--- src/rtl/bsg_dram_channel_req_arbiter.sv ---
// Shares one read-only dramsim3 channel request port among num_req_p
// requesters. Round-robin arbitration with a held grant, a cap on in-flight
// reads, and an in-order tag FIFO that steers each returned beat back to
// the requester that issued it.
module bsg_dram_channel_req_arbiter #(
  parameter int num_req_p            = 4,
  parameter int channel_addr_width_p = 29,
  parameter int max_outstanding_p    = 8
) (
  input  logic                                        clk_i,
  input  logic                                        reset_n_i,
  input  logic [num_req_p-1:0]                        v_i,
  input  logic [num_req_p*channel_addr_width_p-1:0]   ch_addr_i,
  output logic [num_req_p-1:0]                        yumi_o,
  output logic                                        dram_v_o,
  output logic [channel_addr_width_p-1:0]             dram_ch_addr_o,
  input  logic                                        dram_yumi_i,
  input  logic                                        dram_data_v_i,
  output logic [num_req_p-1:0]                        data_v_o,
  output logic [$clog2(max_outstanding_p+1)-1:0]      outstanding_o,
  output logic                                        idle_o,
  output logic                                        error_o
);

  localparam int id_w_lp   = (num_req_p > 1) ? $clog2(num_req_p) : 1;
  localparam int cnt_w_lp  = $clog2(max_outstanding_p + 1);
  localparam int fptr_w_lp = (max_outstanding_p > 1) ? $clog2(max_outstanding_p) : 1;

  localparam logic [cnt_w_lp-1:0]  max_cnt_lp   = cnt_w_lp'(max_outstanding_p);
  localparam logic [id_w_lp-1:0]   last_id_lp   = id_w_lp'(num_req_p - 1);
  localparam logic [fptr_w_lp-1:0] last_fptr_lp = fptr_w_lp'(max_outstanding_p - 1);

  typedef enum logic {
    e_arb,
    e_lock
  } state_e;

  state_e                 state_q, state_d;
  logic [id_w_lp-1:0]     ptr_q, ptr_d;
  logic [id_w_lp-1:0]     lock_q, lock_d;
  logic [cnt_w_lp-1:0]    cnt_q, cnt_d;
  logic [fptr_w_lp-1:0]   wr_q, wr_d;
  logic [fptr_w_lp-1:0]   rd_q, rd_d;
  logic                   error_q, error_d;
  logic [id_w_lp-1:0]     tag_q [max_outstanding_p];

  logic [id_w_lp-1:0]     winner;
  logic [id_w_lp-1:0]     grant;
  logic                   any_v;
  logic                   credit_ok;
  logic                   accept;
  logic                   empty;
  logic                   pop;

  // Round-robin search: first set v_i at or after ptr_q, with wrap-around.
  always_comb begin
    int unsigned idx;
    logic        found;
    winner = ptr_q;
    found  = 1'b0;
    idx    = 0;
    for (int unsigned i = 0; i < num_req_p; i++) begin
      idx = 32'(ptr_q) + i;
      if (idx >= num_req_p) idx = idx - num_req_p;
      if (!found && v_i[id_w_lp'(idx)]) begin
        found  = 1'b1;
        winner = id_w_lp'(idx);
      end
    end
  end

  // Request side: channel valid, address mux and per-requester accept.
  // dram_v_o is gated by reset so outputs clear the moment reset asserts,
  // even though the ARB-state valid is a combinational function of v_i.
  always_comb begin
    any_v          = |v_i;
    credit_ok      = (cnt_q < max_cnt_lp);
    grant          = (state_q == e_lock) ? lock_q : winner;
    dram_v_o       = reset_n_i & ((state_q == e_lock) | (any_v & credit_ok));
    accept         = dram_yumi_i & dram_v_o;
    dram_ch_addr_o = '0;
    yumi_o         = '0;
    for (int unsigned i = 0; i < num_req_p; i++) begin
      if (grant == id_w_lp'(i)) begin
        dram_ch_addr_o = ch_addr_i[i*channel_addr_width_p +: channel_addr_width_p];
        yumi_o[i]      = accept;
      end
    end
  end

  // Return side: steer the beat to the FIFO head, flag returns with no tracker.
  always_comb begin
    empty    = (cnt_q == '0);
    pop      = dram_data_v_i & ~empty;
    data_v_o = '0;
    for (int unsigned i = 0; i < num_req_p; i++) begin
      data_v_o[i] = pop & (tag_q[rd_q] == id_w_lp'(i));
    end
    error_d       = error_q | (dram_data_v_i & empty);
    outstanding_o = cnt_q;
    idle_o        = empty & ~dram_v_o;
    error_o       = error_q;
  end

  // Arbiter FSM next-state: lock the winner until the channel accepts.
  always_comb begin
    state_d = state_q;
    lock_d  = lock_q;
    unique case (state_q)
      e_arb: begin
        if (any_v && credit_ok && !dram_yumi_i) begin
          state_d = e_lock;
          lock_d  = winner;
        end
      end
      e_lock: begin
        if (dram_yumi_i) state_d = e_arb;
      end
      default: state_d = e_arb;
    endcase
  end

  // Pointer, tag FIFO pointers and outstanding count updates.
  always_comb begin
    ptr_d = ptr_q;
    wr_d  = wr_q;
    rd_d  = rd_q;
    cnt_d = cnt_q;
    if (accept) begin
      ptr_d = (grant == last_id_lp) ? '0 : grant + id_w_lp'(1);
      wr_d  = (wr_q == last_fptr_lp) ? '0 : wr_q + fptr_w_lp'(1);
    end
    if (pop) begin
      rd_d = (rd_q == last_fptr_lp) ? '0 : rd_q + fptr_w_lp'(1);
    end
    unique case ({accept, pop})
      2'b10:   cnt_d = cnt_q + cnt_w_lp'(1);
      2'b01:   cnt_d = cnt_q - cnt_w_lp'(1);
      default: cnt_d = cnt_q;
    endcase
  end

  // State registers with asynchronous active-low reset.
  always_ff @(posedge clk_i or negedge reset_n_i) begin
    if (!reset_n_i) begin
      state_q <= e_arb;
      ptr_q   <= '0;
      lock_q  <= '0;
      cnt_q   <= '0;
      wr_q    <= '0;
      rd_q    <= '0;
      error_q <= 1'b0;
    end else begin
      state_q <= state_d;
      ptr_q   <= ptr_d;
      lock_q  <= lock_d;
      cnt_q   <= cnt_d;
      wr_q    <= wr_d;
      rd_q    <= rd_d;
      error_q <= error_d;
    end
  end

  // Tag storage; validity is tracked by the pointers and count, so no reset.
  always_ff @(posedge clk_i) begin
    if (accept) tag_q[wr_q] <= grant;
  end

endmodule

--- config.mk ---
export PLATFORM = sky130hd
export DESIGN_NAME = bsg_dram_channel_req_arbiter
export DESIGN_NICKNAME = d
export VERILOG_FILES = /design/src/rtl/bsg_dram_channel_req_arbiter.sv
export SDC_FILE = /design/constraint.sdc
export NUM_CORES = 1
export LEC_CHECK = 0
export ABC_CLOCK_PERIOD_IN_PS = 5670
export CAP_MARGIN = 20
export CORE_UTILIZATION = 37
export DETAILED_ROUTE_END_ITERATION = 16
export PLACE_DENSITY = 0.82
export SETUP_SLACK_MARGIN = 0.02
export SYNTH_ARGS = -nofsm -noshare
export SYNTH_HDL_FRONTEND = slang
export SYNTH_SLANG_ARGS = --single-unit
--- constraint.sdc ---
create_clock -name clk_i -period 5.67 [get_ports clk_i]
set_clock_uncertainty 0.2 [all_clocks]
set_input_delay 1.4175 -clock clk_i [delete_from_list [all_inputs] [get_ports clk_i]]
set_output_delay 1.4175 -clock clk_i [all_outputs]
set_load 0.02 [all_outputs]
==> flow_results.org <==
** Floorplanning
- In this run the count of I/O pins placed on the die edge is 168.
- The floorplan step defined a die boundary enclosing 7470 sq um.
- Initial Util :: 0.386
- After floorplanning, the core was divided into 30 placement rows.
- The core region is 6830 sq um.
- Die Height :: 86.4 microns
- Measured along the x axis, the die boundary spans 86.4 microns.

** Final layout
- From synthesis to final layout, the design area changed by 80.9%.
- Counting the fill cells in the layout gives 518.
- The final layout contains 600 nets.
- Excluding fillers, the count of instances in the completed layout stands at 562.
- In the final layout, the share of cells above drive strength 1 is 0.215.
- Count of inserted antenna diode cells :: 0
- Summing all non-filler instances in the final layout gives an area of 4770 sq um.

** Global route
- All-Layer GR Usage :: 0.226
- The initial antenna violation count came to 0.
- Entering global routing, the biggest net connects 41 pins.
- The first global-routing pass estimated 13.1 mm of wire.
- The via count of the first global-routing pass is 2883.
- After global routing the overflow that remains totals 0.

** STA
- Measured against its own limit, the worst slew margin works out to 0.608.
- Period minus WS final :: 5.61 ns
- Total negative slack for setup checks :: 0 ns
- The final max-slew violation count came to 0.
- Derived from the worst setup path, the maximum achievable clock frequency is 0.178 GHz.
- Setup violations remaining at the end of the flow were counted as 0.
- Final clock period utilization by the worst path :: 0.989
- Unrepaired setup endpoints after global routing :: yes
- Post-route worst setup slack :: 0.0618 ns
- Actual transition at the worst max-transition pin :: 0.584 ns
- Hold timing on the final database bottoms out at a slack of 0.281 ns.
- Final Hold Violating Endpoints :: 0

** Route
- The detailed router put a total of 3.24 mm of wire on met1.
- In this run, the number of DRC markers left after iteration 0 of detailed routing was 136.
- The first TritonRoute pass finished after 4 iterations.
- After detailed routing, the number of remaining DRC violations is 0.
- Wire segments on met2 add up to 4.64 mm in the final route.
- Remaining number of nets flagged by the antenna check after routing :: 0
- Summed over all nets, wire length on met3 after detailed routing comes to 634 microns.
- Vias :: 2934
- Highest metal layer with signal wires :: met4
- In the routed layout, each cell is associated on average with a via count of 5.22.
- The final layout contains routed wiring with a total length of 8.87 mm.
- Avg WL per Cell :: 15.8 microns

** Synth
- Most instantiated library cell after synthesis :: nand2_1
- Mean Syn Cell Area :: 9.19 sq um
- Library cell occupying the most area in the post-synthesis netlist :: edfxtp_1
- For this run, asynchronously set or reset flops after synthesis account for 0.500.
- Sequential area share after synthesis :: 0.334
- Counting distinct cell types in the post-synthesis netlist gives 45.
- Number of cells produced by synthesis :: 287
- Summed instance area of the synthesized netlist :: 2640 sq um
- Top cell type's share of synthesized area :: 0.182
- Warnings from Yosys :: 0
- Number of synthesized register bits :: 32
- Nets in the synthesized netlist :: 422
- Top post-synthesis cells by area :: edfxtp_1, dfrtp_1, a221oi_1
- Ranking of synthesized cells by instance count :: nand2_1, nor2b_1, a221oi_1, o31ai_1, clkbuf_1
- Primary FF master, synth :: edfxtp_1
- The synthesized design contains 16 enable-type register cells.

** Pwr
- Static leakage power :: 1.84 nW
- IR analysis of the VDD net gives a maximum drop of 0.000305 V.
- In this run the power density over the cells is 546 nW/um^2.

** CTS
- Root cell of the clock tree :: clkbuf_8
- Clock transition at path regs :: 0.07 ns
- Buffers inserted during clock tree synthesis total 5.
- In this run the deepest clock path goes through 2 buffers.
- TritonCTS built the clock tree.
- Worst skew pair latency :: 0.30 ns
- Hold repair after CTS inserted 0 buffers.
- Buffer count from post-CTS setup fixing :: 0
- Number of sinks on the clock net :: 32
- Level count of the clock H-tree :: 2

** Worst setup path
- The worst setup path is launched from a primary input.
- STA classifies the critical path endpoint as a primary output.
- The setup path with the least slack is of type primary input to primary output.
- The signal on the critical path passes through clkdlybuf4s50_1 > nor2b_1 > o21a_1 > a2111o_1 > and2_4 > ha_1 > nor2b_2 > buf_12 > a221oi_1 > o31ai_1 > clkdlybuf4s15_2.
- Critical path's largest stage delay :: 0.44 ns
- Data required, critical path :: 4.05 ns
- Signal arrival time at the worst endpoint :: 3.99 ns
- Slowest cell on crit path :: clkdlybuf4s50_1
- Of all nets on the critical path, the largest fanout is 28.

** Placement
- Once placement completed, the tool counted placed cells totaling 553.
- Port bufs :: 167
- Half-perimeter wire length of the detailed placement result :: 6.88 mm
- Once placement finished, the instance area stood at 4570 sq um.
- At the placement stage, the worst setup path has a slack of -0.392 ns.
- Routability-driven placement congestion ratio :: 0.813

** Flow run
- Max-cap violations in this run came to 0.

** Hold path
- The worst hold path belongs to the class flop to flop.

** Outcome
- The run finished with clean final reports.
[metal layers]
layer | vias to the layer above | GRT usage
met3 | 26 | 0.0600
met5 | - | 0
met4 | 0 | 0.109
met2 | 122 | 0.414
met1 | 1343 | 0.241
li1 | 1443 | -
[cell type report]
cell class                 count  area [sq um]  share of cell area
clock buffer                   5          68.8              0.0144
multi-input combinational    227          1810               0.379
timing repair buffer         194          1830               0.383
inverter                       5          18.8             0.00394
clock inverter                 3          42.5             0.00892
tap                           96           120              0.0252
sequential                    32           881               0.185
[worst max-delay path: cells and delay by family]
family,cells,cell delay [ns]
compound gates,4,0.95
buf+inv,3,0.87
simple gates,3,0.52
fa+ha+maj,1,0.21
[what timing repair did]
action,in CTS,in global routing
setup endpoints to repair,32,30
resized for setup,123,47
gates cloned,0,1
[power by group]
group / switching (mW) / total (mW) / leakage (nW) / internal, mW
sequential: 0.101 / 0.433 / 0.334 / 0.333
clock: 0.0932 / 0.223 / 0.0541 / 0.130
combinational: 1.05 / 1.95 / 1.46 / 0.902
total: 1.24 / 2.61 / 1.84 / 1.36
[cell usage in the layout, fill, tap and decap left out, types with 3 or more instances in the layout]
cell,count
clkdlybuf4s50_1,133
mux2_1,6
nor3_1,7
a221oi_1,9
a221oi_2,15
inv_1,3
buf_2,22
dlygate4sd2_1,4
buf_4,21
nand2b_1,4
nor2b_1,33
buf_12,4
mux2i_1,5
xor2_1,3
nand3_1,3
nand3b_1,5
o31ai_1,28
a221oi_4,4
and2_1,3
dfrtp_1,16
nand2_1,37
edfxtp_1,16
a21oi_1,5
ha_1,9
o21ai_1,3
clkdlybuf4s15_2,4
clkbuf_8,5
nor2_1,14
mux2_2,3
[metrics by stage]
| stage | power [mW] | utilization |
|---|---|---|
| after floorplan | 1.53 | - |
| after global placement | 2.36 | 0.668 |
| after detailed placement | 2.40 | 0.668 |
| after CTS | 2.55 | 0.687 |
| after global routing | 2.77 | 0.698 |
| final | 2.61 | 0.698 |
[cell families (layout without fill, tap and decap cells)]
logic type                 count (synthesis)  after routing  synth area share
xor gates and xnor gates                   5              5            0.0166
DFF                                       32             32             0.334
muxes                                     17             17            0.0802
and+or+nand+nor                          119            119             0.243
adders and majority gates                 11             11            0.0522
buffers and inverters                     28            207            0.0503
AOI/OAI and AO/OA                         75             75             0.224
[registers in the layout, summed over array words and instances, names as in the netlist]
signal	count
ptr_q	2
tag_q	16
rd_q	3
state_q	1
lock_q	2
error_o	1
outstanding_o	4
wr_q	3
[path summary, 6_finish.rpt]
kind | start | end | slack [ns] | depth (start not counted)
worst max-delay path | v_i[2] | dram_ch_addr_o[12] | 0.06 | 11
worst min-delay path | error_o$_DFF_PN0_ | error_o$_DFF_PN0_ | 0.28 | 1
worst max register to register | outstanding_o[3]$_DFFE_PN0P_ | outstanding_o[2]$_DFFE_PN0P_ | 2.91 | 10
worst min register to register | error_o$_DFF_PN0_ | error_o$_DFF_PN0_ | 0.28 | 1
max in group asynchronous | reset_n_i | rd_q[1]$_DFFE_PN0P_ | 3.69 | 2
min in group asynchronous | reset_n_i | state_q$_DFF_PN0_ | 1.13 | 1
Note: power is estimated with default switching activity, not from simulation.
